**src/rtl/aa_pkg.sv**
```systemverilog
// aa_pkg: kernel tap tables, FSM state type and output rounding for the AA frame sequencer
package aa_pkg;
    localparam int ACC_W = 12;
    localparam int ROUND = 8;
    typedef enum logic [1:0] {IDLE, FETCH, EMIT} state_t;
    localparam logic [1:0] KERNEL_SHIFT [0:8] = '{2'd0, 2'd1, 2'd0, 2'd1, 2'd2, 2'd1, 2'd0, 2'd1, 2'd0};
    localparam logic signed [1:0] DX [0:8] = '{-2'sd1, 2'sd0, 2'sd1, -2'sd1, 2'sd0, 2'sd1, -2'sd1, 2'sd0, 2'sd1};
    localparam logic signed [1:0] DY [0:8] = '{-2'sd1, -2'sd1, -2'sd1, 2'sd0, 2'sd0, 2'sd0, 2'sd1, 2'sd1, 2'sd1};
    // weights sum to 16, so (acc + 8) >> 4 is a round-half-up divide that never exceeds 255
    function automatic logic [7:0] round_out(input logic [ACC_W-1:0] acc);
        return 8'(({1'b0, acc} + (ACC_W + 1)'(ROUND)) >> 4);
    endfunction
endpackage

```
**src/rtl/aa_tap_addr.sv**
```systemverilog
// aa_tap_addr: clamps pixel (x,y) plus the tap offset into the frame so edge pixels replicate
// ports: x, y = current pixel; tap = kernel tap 0..8; tap_x, tap_y = clamped fetch coordinate
module aa_tap_addr
    import aa_pkg::*;
#(
    parameter int H_RES = 1024,
    parameter int V_RES = 768
) (
    input  logic [10:0] x,
    input  logic [9:0]  y,
    input  logic [3:0]  tap,
    output logic [10:0] tap_x,
    output logic [9:0]  tap_y
);
    logic signed [12:0] sx;
    logic signed [11:0] sy;
    always_comb begin
        sx = $signed({2'b00, x}) + 13'(DX[tap]);
        sy = $signed({2'b00, y}) + 12'(DY[tap]);
        tap_x = sx[12] ? '0 : sx > 13'(H_RES - 1) ? 11'(H_RES - 1) : sx[10:0];
        tap_y = sy[11] ? '0 : sy > 12'(V_RES - 1) ? 10'(V_RES - 1) : sy[9:0];
    end
endmodule

```
**src/rtl/aa_frame_sequencer.sv**
```systemverilog
// aa_frame_sequencer: raster walk producing one 3x3 1-2-1 filtered RGB pixel per location over one shared fetch port
// ports: start/busy/frame_done = frame control; fetch_* = tap read port (ack carries data);
//        out_* = valid/ready pixel stream with coordinate
module aa_frame_sequencer
    import aa_pkg::*;
#(
    parameter int H_RES = 1024,
    parameter int V_RES = 768
) (
    input  logic        clk,
    input  logic        rst_n,
    input  logic        start,
    output logic        busy,
    output logic        frame_done,
    output logic        fetch_req,
    output logic [10:0] fetch_x,
    output logic [9:0]  fetch_y,
    input  logic        fetch_ack,
    input  logic [7:0]  fetch_r,
    input  logic [7:0]  fetch_g,
    input  logic [7:0]  fetch_b,
    output logic        out_valid,
    input  logic        out_ready,
    output logic [10:0] out_x,
    output logic [9:0]  out_y,
    output logic [7:0]  out_r,
    output logic [7:0]  out_g,
    output logic [7:0]  out_b
);
    state_t state;
    logic [10:0] x;
    logic [9:0] y;
    logic [3:0] tap;
    logic [ACC_W-1:0] acc_r, acc_g, acc_b, sum_r, sum_g, sum_b;
    logic last, eol;
    // fetch coordinates follow x/y/tap, which only move on ack or emit, so they hold through a pending request
    aa_tap_addr #(.H_RES(H_RES), .V_RES(V_RES)) u_tap_addr (
        .x(x), .y(y), .tap(tap), .tap_x(fetch_x), .tap_y(fetch_y)
    );
    always_comb begin
        sum_r = acc_r + (ACC_W'(fetch_r) << KERNEL_SHIFT[tap]);
        sum_g = acc_g + (ACC_W'(fetch_g) << KERNEL_SHIFT[tap]);
        sum_b = acc_b + (ACC_W'(fetch_b) << KERNEL_SHIFT[tap]);
        eol = x == 11'(H_RES - 1);
        last = eol && y == 10'(V_RES - 1);
    end
    always_ff @(posedge clk) begin
        if (!rst_n) begin
            state <= IDLE;
            busy <= 1'b0;
            frame_done <= 1'b0;
            fetch_req <= 1'b0;
            out_valid <= 1'b0;
            x <= '0;
            y <= '0;
            tap <= '0;
            acc_r <= '0;
            acc_g <= '0;
            acc_b <= '0;
            out_x <= '0;
            out_y <= '0;
            out_r <= '0;
            out_g <= '0;
            out_b <= '0;
        end else begin
            frame_done <= 1'b0;
            case (state)
                // the frame_done cycle is already IDLE; a start there is still treated as arriving while busy
                IDLE: if (start && !frame_done) begin
                    state <= FETCH;
                    busy <= 1'b1;
                    fetch_req <= 1'b1;
                    x <= '0;
                    y <= '0;
                    tap <= '0;
                    acc_r <= '0;
                    acc_g <= '0;
                    acc_b <= '0;
                end
                FETCH: if (fetch_ack) begin
                    acc_r <= sum_r;
                    acc_g <= sum_g;
                    acc_b <= sum_b;
                    if (tap == 4'd8) begin
                        state <= EMIT;
                        fetch_req <= 1'b0;
                        out_valid <= 1'b1;
                        out_x <= x;
                        out_y <= y;
                        out_r <= round_out(sum_r);
                        out_g <= round_out(sum_g);
                        out_b <= round_out(sum_b);
                    end else begin
                        tap <= tap + 4'd1;
                    end
                end
                EMIT: if (out_ready) begin
                    out_valid <= 1'b0;
                    if (last) begin
                        state <= IDLE;
                        busy <= 1'b0;
                        frame_done <= 1'b1;
                    end else begin
                        state <= FETCH;
                        fetch_req <= 1'b1;
                        tap <= '0;
                        acc_r <= '0;
                        acc_g <= '0;
                        acc_b <= '0;
                        x <= eol ? '0 : x + 11'd1;
                        y <= eol ? y + 10'd1 : y;
                    end
                end
                default: state <= IDLE;
            endcase
        end
    end
endmodule
```
**config.mk**
```make
export PLATFORM = sky130hd
export DESIGN_NAME = aa_frame_sequencer
export DESIGN_NICKNAME = d
export VERILOG_FILES = /design/src/rtl/aa_pkg.sv /design/src/rtl/aa_tap_addr.sv /design/src/rtl/aa_frame_sequencer.sv
export SDC_FILE = /design/constraint.sdc
export NUM_CORES = 1
export LEC_CHECK = 0
export BUFFER_PORTS_ARGS = -buffer_cell sky130_fd_sc_hd__buf_2
export CAP_MARGIN = 20
export CORE_MARGIN = 3
export CORE_UTILIZATION = 40
export CTS_BUF_LIST = sky130_fd_sc_hd__clkbuf_4 sky130_fd_sc_hd__clkbuf_8
export CTS_CLUSTER_DIAMETER = 30
export DETAILED_ROUTE_END_ITERATION = 8
export SETUP_SLACK_MARGIN = 0.4
export SLEW_MARGIN = 40
export SYNTH_ARGS = -nofsm -noshare
export SYNTH_HDL_FRONTEND = slang
export SYNTH_SLANG_ARGS = --single-unit
```
**constraint.sdc**
```tcl
create_clock -name clk -period 3.9 [get_ports clk]
set_input_delay 0 -clock clk [delete_from_list [all_inputs] [get_ports clk]]
set_output_delay 0 -clock clk [all_outputs]
set_load 0.02 [all_outputs]
```
==> key figures, run 1 <==
Run status
  • Status: finished, final reports clean

Cells and area
  • Fin nets: 1256
  • Most common cell after layout, fill and taps aside: dfxtp_1
  • Layout cells sized above 1: 28.1%
  • Final Non-Filler Cells: 1441
  • Filler cells: 2057
  • Multi-input combinational cell area: 6210 µm²
  • Sequential cell area: 2250 µm²
  • Most frequent cells in the layout: dfxtp_1 (109), nor2_1 (108), nand2_1 (106), buf_2 (88), a21oi_1 (81)
  • Area Overhead vs Synth: 22.8%
  • Antenna cells: 0

Route
  • Drt pass-1 iters: 5
  • Via count: 7819
  • WL/cell: 16.4 µm
  • Drt via density: 5.43
  • Antenna Nets Post-Route: 0
  • Routed WL: 23600 µm
  • Initial DRC Count: 492
  • DRC: 0

Synthesis
  • Compound-gate portion of the synthesized area: 22.4%
  • Top_reg_cell synth: dfxtp_1
  • Number of synthesized flops with an enable pin: 0
  • Largest family of logic cells by synthesized area: simple AND/OR/NAND/NOR gates
  • Syn_nets: 1142
  • Post-Synth Simple-Gate Area: 23.4%
  • Syn avg cell area: 7.88 µm²
  • Gate Count Post-Synth: 1052
  • Mapped cell area: 8290 µm²
  • FFs w/ async S/R, synth: 0%
  • Mux cell area share after synthesis: 4.60%
  • Synth Register Bits: 112
  • XOR/XNOR Fraction of Synth Area: 7.82%
  • YS warnings: 0
  • Post-Synth Adder-Cell Area: 9.57%
  • Seq/Total Area, Yosys: 27.0%
  • Distinct cell type count after synthesis: 75

STA
  • Max Clk Rate: 0.281 GHz
  • Crit path time final: 3550 ps
  • Period utilization: 91.1%
  • Unrepaired setup endpoints after global routing: true
  • Rel. slew slack: 51.6%
  • Sum of negative setup slack: 0 ps
  • Fin. max-slew vios: 0
  • Final Skew: 8.12 ps
  • Worst Tran Pin Value: 720 ps
  • # setup viols final: 0
  • Hold Vio Cnt, Final: 0

Worst hold path
  • Class of the worst hold path: primary input to flip-flop

CTS
  • Clock buffer depth: 2
  • TritonCTS clock tree: done
  • Worst-Skew Late Latency: 410 ps
  • Num CTS Buffers: 9
  • Clock tree sinks: 112
  • Clk Tree Root Cell: clkbuf_8
  • H-tree depth: 3
  • Clock transition at path regs: 120 ps

Floorplanning
  • Top-Level Pins: 99
  • Die Wd: 150 µm
  • Die Height: 150 µm
  • Core Footprint: 20300 µm²
  • Die area: 22500 µm²
  • Initial core utilization: 40.8%
  • FP Rows: 52

GRT
  • Gr usage total: 20.2%
  • Global-route wire length before repair: 36900 µm
  • Vias in the first global route: 7111
  • GRT Residual Overflow: 0
  • Initial antenna violation count: 0
  • Largest net degree at the start of global routing: 34

Worst setup path
  • WS Path Type: flip-flop to output port
  • Critical path cell sequence: inv_4 -> ha_4 -> nor2_4 -> a21oi_2 -> nor2_4 -> buf_8 -> ha_4 -> or2_4 -> nor3_4 -> o21ai_2 -> buf_4 -> buf_4 -> buf_4 -> buf_4 -> buf_4 -> buf_4 -> buf_4 -> nand2_2 -> xnor2_2 -> o21a_1 -> buf_4
  • Critical path startpoint category: flip-flop
  • R2R setup slack: 470 ps
  • Worst Path Arrival: 3550 ps
  • Crit Path Max Fanout: 6
  • Crit path required time: 3900 ps
  • Slowest-stage cell, CP: dfxtp_4
  • Crit path largest cell delay: 390 ps
  • Worst setup EP type: output port
  • Most common cell on crit path: buf_4

Place
  • IO buf count: 97
  • RD Place Congestion: 0.882
  • HPWL after DPL: 16700 µm
  • Placed cells: 1385

Power and ir drop
  • Switching pwr: 1.02 mW
  • Static leakage: 4.22 nW
  • Clock network fraction of total power: 25.9%
  • PD cells: 278 nW/µm²
  • Switching Fraction: 35.9%
  • Combinational share of power: 32.5%
  • Peak supply drop: 0.143 mV
  • Sequential share of power: 41.6%
  • Internal Power: 1.81 mW

Flow run
  • Max-cap violation count: 0
-- kinds of logic (layout without fill, tap and decap cells) --
logic type | count (synthesis) | in the layout
AND/OR/NAND/NOR | 398 | 398
XOR/XNOR | 74 | 74
AO/OA/AOI/OAI | 277 | 277
adder cells (fa/ha/maj) | 61 | 61
buffers and inverters | 91 | 210
flip-flops | 112 | 112
other | 1 | 1
multiplexers | 38 | 38
-- flip-flops by register name (all words and copies together), names as in the netlist --
register	count
y	10
out_y	10
acc_r	12
out_b	8
fetch_req	1
tap	4
out_g	8
acc_g	12
out_r	8
frame_done	1
busy	1
out_valid	1
state	2
acc_b	12
out_x	11
x	11
-- layer usage --
layer | wire length [µm] | GRT usage, %
met1 | 11300 | 28.1
met2 | 10800 | 32.8
met3 | 1040 | 2.97
met4 | 362 | 5.31
met5 | 0 | 0
-- cell type report --
type	count	share of cell area, %
Clock buffer	9	1.22
Clock inverter	7	0.688
Inverter	35	1.34
Multi-Input combinational cell	849	60.9
Sequential cell	112	22.1
Tap cell	270	3.32
Timing Repair Buffer	159	10.4
-- final timing paths --
kind	from	depth (start not counted)	endpoint
setup reg to reg	tap[0]	14	out_g[7]
setup / recovery	tap[1]	21	fetch_x[7]
hold / removal	fetch_r[0]	5	acc_r[0]
hold reg to reg	out_x[2]	2	out_x[2]
-- critical path, delay by kind of cell, from the launching register on --
family,cells,cell delay (ps)
compound gates,3,430
simple gates,5,580
xor+xnor,1,70
flops,1,390
buf+inv,10,1220
fa+ha+maj,2,450
-- Yosys cell counts (15+ instances only) --
master | count | area (µm²)
nor2_1 | 113 | 424
dfxtp_1 | 112 | 2240
nand2_1 | 109 | 409
a21oi_1 | 88 | 440
ha_1 | 57 | 713
o21ai_0 | 56 | 280
xnor2_1 | 48 | 420
clkbuf_1 | 37 | 139
mux2i_1 | 37 | 370
nand3_1 | 37 | 185
inv_1 | 35 | 131
xor2_1 | 26 | 228
nor2_2 | 20 | 125
a211oi_1 | 18 | 135
nor2b_1 | 17 | 106
nor3_1 | 17 | 85.1
nand2b_1 | 16 | 100
and3_1 | 15 | 93.8
-- power groups by stage --
stage,clock (mW),sequential [mW],combinational [mW]
6_report,0.733,1.18,0.918
5_1_grt,0.804,1.18,0.993
4_1_cts,0.758,1.18,0.814
3_5_place_dp,0,1.20,0.748
3_3_place_gp,0,1.20,0.743
2_1_floorplan,0,1.20,0.569
-- timing repair --
action | 4_1_cts | 5_1_grt
hold endpoints to repair | 10 | 0
pin swaps | 20 | 36
setup endpoints to repair | 36 | 37
hold buffers | 4 | 0
buffers inserted | 25 | 10
gates cloned | 0 | 1
resized for setup | 66 | 99
-- through the flow --
| step | power (mW) | setup WS [ps] | cell area (µm²) | utilization (%) | hold WS, ps |
|---|---|---|---|---|---|
| 6_report | 2.83 | 346 | 10200 | 50.2 | 156 |
| 3_3_place_gp | 1.94 | 153 | 9050 | 44.6 | 324 |
| 2_1_floorplan | 1.77 | 403 | 8370 | - | 142 |
| 5_1_grt | 2.98 | 241 | 10200 | 50.2 | 192 |
| 4_1_cts | 2.75 | 329 | 9660 | 47.6 | 115 |
| 3_5_place_dp | 1.95 | 112 | 9050 | 44.6 | 332 |
Power figures use the tool's default switching activity.
==> inputs of run 2 (changes only) <==
Settings changed: ABC_AREA set to 1.
==> key figures, run 2 <==
Power and ir drop
  • PD cells: 396 nW/µm² (+43%)
  • Static leakage: 5.31 nW (+26%)
  • Peak supply drop: 0.180 mV (+26%)
  • Pwr Total: 4.17 mW (+48%)

Synthesis
  • Mapped cell area: 9130 µm² (+10%)
  • Post-synth top area cell: dfxtp_1
  • Synth Register Bits: 112 (unchanged)
  • FFs w/ async S/R, synth: 0% (unchanged)
  • YS warnings: 0 (unchanged)
  • Distinct cell type count after synthesis: 45 (-40%)
  • Top_reg_cell synth: dfxtp_1
  • Number of synthesized flops with an enable pin: 0 (unchanged)
  • Syn avg cell area: 6.10 µm² (-23%)
  • Seq/Total Area, Yosys: 24.6% (-2.5 points)
  • Area share of the largest cell type after synthesis: 24.6% (-2.5 points)
  • Gate Count Post-Synth: 1498 (+42%)
  • Top cells by count, synth: nand2_1 (409), inv_1 (208), nand3_1 (151)
  • Most common cell in the synthesized netlist: nand2_1
  • Syn_nets: 1588 (+39%)
  • Most area-consuming cells after synthesis: dfxtp_1 (25%), nand2_1 (17%), inv_1 (8.5%), nand3_1 (8.3%), ha_1 (7.8%)

Floorplanning
  • FP Rows: 54 (+3.8%)
  • Die area: 24700 µm² (+9.7%)
  • Die Height: 157 µm (+4.8%)
  • Die Wd: 157 µm (+4.8%)
  • Core Footprint: 22200 µm² (+9.2%)
  • Top-Level Pins: 99 (unchanged)
  • Initial core utilization: 41.2% (+0.36 points)

Worst setup path
  • Crit path largest cell delay: 400 ps (about the same)
  • Most common cell on crit path: nand2_1
  • WS Path Type: flip-flop to output port
  • Crit path required time: 3900 ps (about the same)
  • Slowest-stage cell, CP: dfxtp_4
  • Critical path cell sequence: clkinvlp_4 -> ha_4 -> nand2_2 -> nand2_1 -> nor2_2 -> buf_6 -> buf_4 -> ha_1 -> nand2_1 -> nand2_1 -> a21oi_1 -> nand3_4 -> o211ai_1 -> buf_4 -> nand3_1 -> nand2_1 -> inv_1 -> buf_2
  • Worst setup EP type: output port
  • Crit Path Max Fanout: 5 (-1)
  • Worst Reg2Reg Path Length in Cells: 20 (+6)
  • Worst Path Arrival: 3330 ps (-220 ps)
  • Critical path startpoint category: flip-flop

Cells and area
  • Layout cells sized above 1: 17.1% (-11 points)
  • Antenna cells: 0 (unchanged)
  • Area Overhead vs Synth: 15.5%
  • Most common cell after layout, fill and taps aside: nand2_1
  • Largest regs: acc_b (12), acc_g (12), acc_r (12)
  • Most frequent cells in the layout: nand2_1 (400), inv_1 (199), nand3_1 (142), nor2_1 (138), dfxtp_1 (109)
  • Fin nets: 1679 (+34%)
  • Post-Layout Inst Area: 10500 µm² (+3.6%)

CTS
  • Clock transition at path regs: 120 ps (about the same)
  • Num CTS Buffers: 9 (unchanged)
  • TritonCTS clock tree: done
  • H-tree depth: 3 (unchanged)
  • Clock tree sinks: 112 (unchanged)
  • Clk Tree Root Cell: clkbuf_8
  • Clock buffer depth: 2 (unchanged)
  • Worst-Skew Late Latency: 400 ps (about the same)

GRT
  • Gr usage total: 20.4% (+0.23 points)
  • Initial antenna violation count: 0 (unchanged)
  • GRT Residual Overflow: 0 (unchanged)
  • Met1 usage: 29.5% (+1.4 points)
  • Grt met3 use: 2.58% (-0.38 points)
  • Vias in the first global route: 8645 (+22%)
  • Largest net degree at the start of global routing: 78 (+130%)
  • GR peak layer: met2
  • Global-route wire length before repair: 42100 µm (+14%)
  • M2 GR Usage: 32.7% (-0.073 points)

STA
  • # setup viols final: 0 (unchanged)
  • Worst Tran Pin Value: 777 ps (+56.9 ps)
  • Crit path time final: 3330 ps (-223 ps)
  • Fin. max-slew vios: 0 (unchanged)
  • Hold Slack: 76.8 ps (-78.8 ps)
  • Sum of negative setup slack: 0 ps (unchanged)
  • Max Clk Rate: 0.300 GHz (+6.7%)
  • Rel. slew slack: 48.2% (-3.4 points)
  • Hold Vio Cnt, Final: 0 (unchanged)
  • Period utilization: 85.4% (-5.7 points)
  • Unrepaired setup endpoints after global routing: true
  • Final Skew: 15.4 ps (+7.33 ps)

Worst hold path
  • Hold path cells: 4 (-1)
  • Class of the worst hold path: primary input to flip-flop

Route
  • Via count: 9378 (+20%)
  • Initial DRC Count: 602 (+22%)
  • Drt pass-1 iters: 5 (unchanged)
  • Routed WL: 25800 µm (+9.2%)
  • Antenna Nets Post-Route: 0 (unchanged)
  • DRC: 0 (unchanged)
  • WL/cell: 13.7 µm (-16%)
  • Drt via density: 5.00 (-7.8%)

Place
  • IO buf count: 97 (unchanged)
  • DP Area: 9760 µm² (+7.9%)
  • HPWL after DPL: 18700 µm (+12%)
  • RD Place Congestion: 0.887 (+0.58%)

Run status
  • Status: finished, final reports clean

Flow run
  • Max-cap violation count: 0 (unchanged)
## run 2: cell types whose count changed after synthesis, sizes merged, moves of 25 or more
| cell | delta |
|---|---|
| xnor2 | -39 |
| o21ai | +36 |
| a22oi | -27 |
| nand3 | +122 |
| inv | +183 |
| nor2 | +25 |
| mux2i | -36 |
| nand2 | +319 |
## run 2: layout make-up
class	count	area (µm²)
sequential	112	2250
clock buffer	11	151
timing repair inverter	1	7.51
clock inverter	5	48.8
fill	2405	11600
inverter	220	845
tap	280	350
timing repair buffer	127	801
multi-input combinational	1118	6090
## run 2: metrics by stage
stage,cells,utilization [%],setup slack [ps]
6_report,1874,47.6,569
3_3_place_gp,1834,44.0,501
3_5_place_dp,1834,44.0,353
5_1_grt,1874,47.6,359
2_1_floorplan,1498,-,741
4_1_cts,1855,45.3,410
## run 2: logic make-up (layout without fill, tap and decap cells)
family / after synthesis / after routing / share of synthesized area [%]
buf+inv: 269 / 364 / 12.1
other cells: 1 / 1 / 0.0411
simple gates: 804 / 805 / 38.7
xor+xnor: 39 / 39 / 3.74
fa+ha+maj: 61 / 61 / 8.69
flops: 112 / 112 / 24.6
mux: 1 / 1 / 0.110
compound gates: 211 / 211 / 12.0
## run 2: final timing paths
path	start	endpoint	slack, ps
min	fetch_ack	state[0]	80
min reg2reg	busy	busy	470
max reg2reg	tap[0]	out_r[4]	590
max	tap[0]	fetch_x[5]	570
## run 2: power by group
group / total [mW] / internal (mW) / leakage (nW) / switching (mW)
combinational: 2.20 / 0.801 / 4.30 / 1.40
sequential: 1.23 / 1.19 / 0.908 / 0.0416
clock: 0.737 / 0.281 / 0.104 / 0.456
total: 4.17 / 2.27 / 5.31 / 1.90
## run 2: worst max-delay path: cells and delay by family (launching register included)
kind	cells	cell delay, ps
compound gates	2	480
simple gates	8	630
buf+inv	6	780
fa+ha+maj	2	640
flops	1	400
## run 2: layer usage
layer | up-vias | part of all wire, % | routed length, µm
li1 | 4965 | - | -
met1 | 4232 | 50 | 13000
met2 | 155 | 45 | 11500
met3 | 26 | 3.6 | 938
met4 | 0 | 1.4 | 352
met5 | - | 0 | 0
## run 2: what timing repair did
action | CTS | global route
gates cloned | 1 | 3
setup endpoints to repair | 15 | 37
resized for setup | 7 | 113
setup buffers | 3 | 16
endpoints found under the hold margin | 3 | 0
hold buffers | 1 | 0
pin swaps | 2 | 27
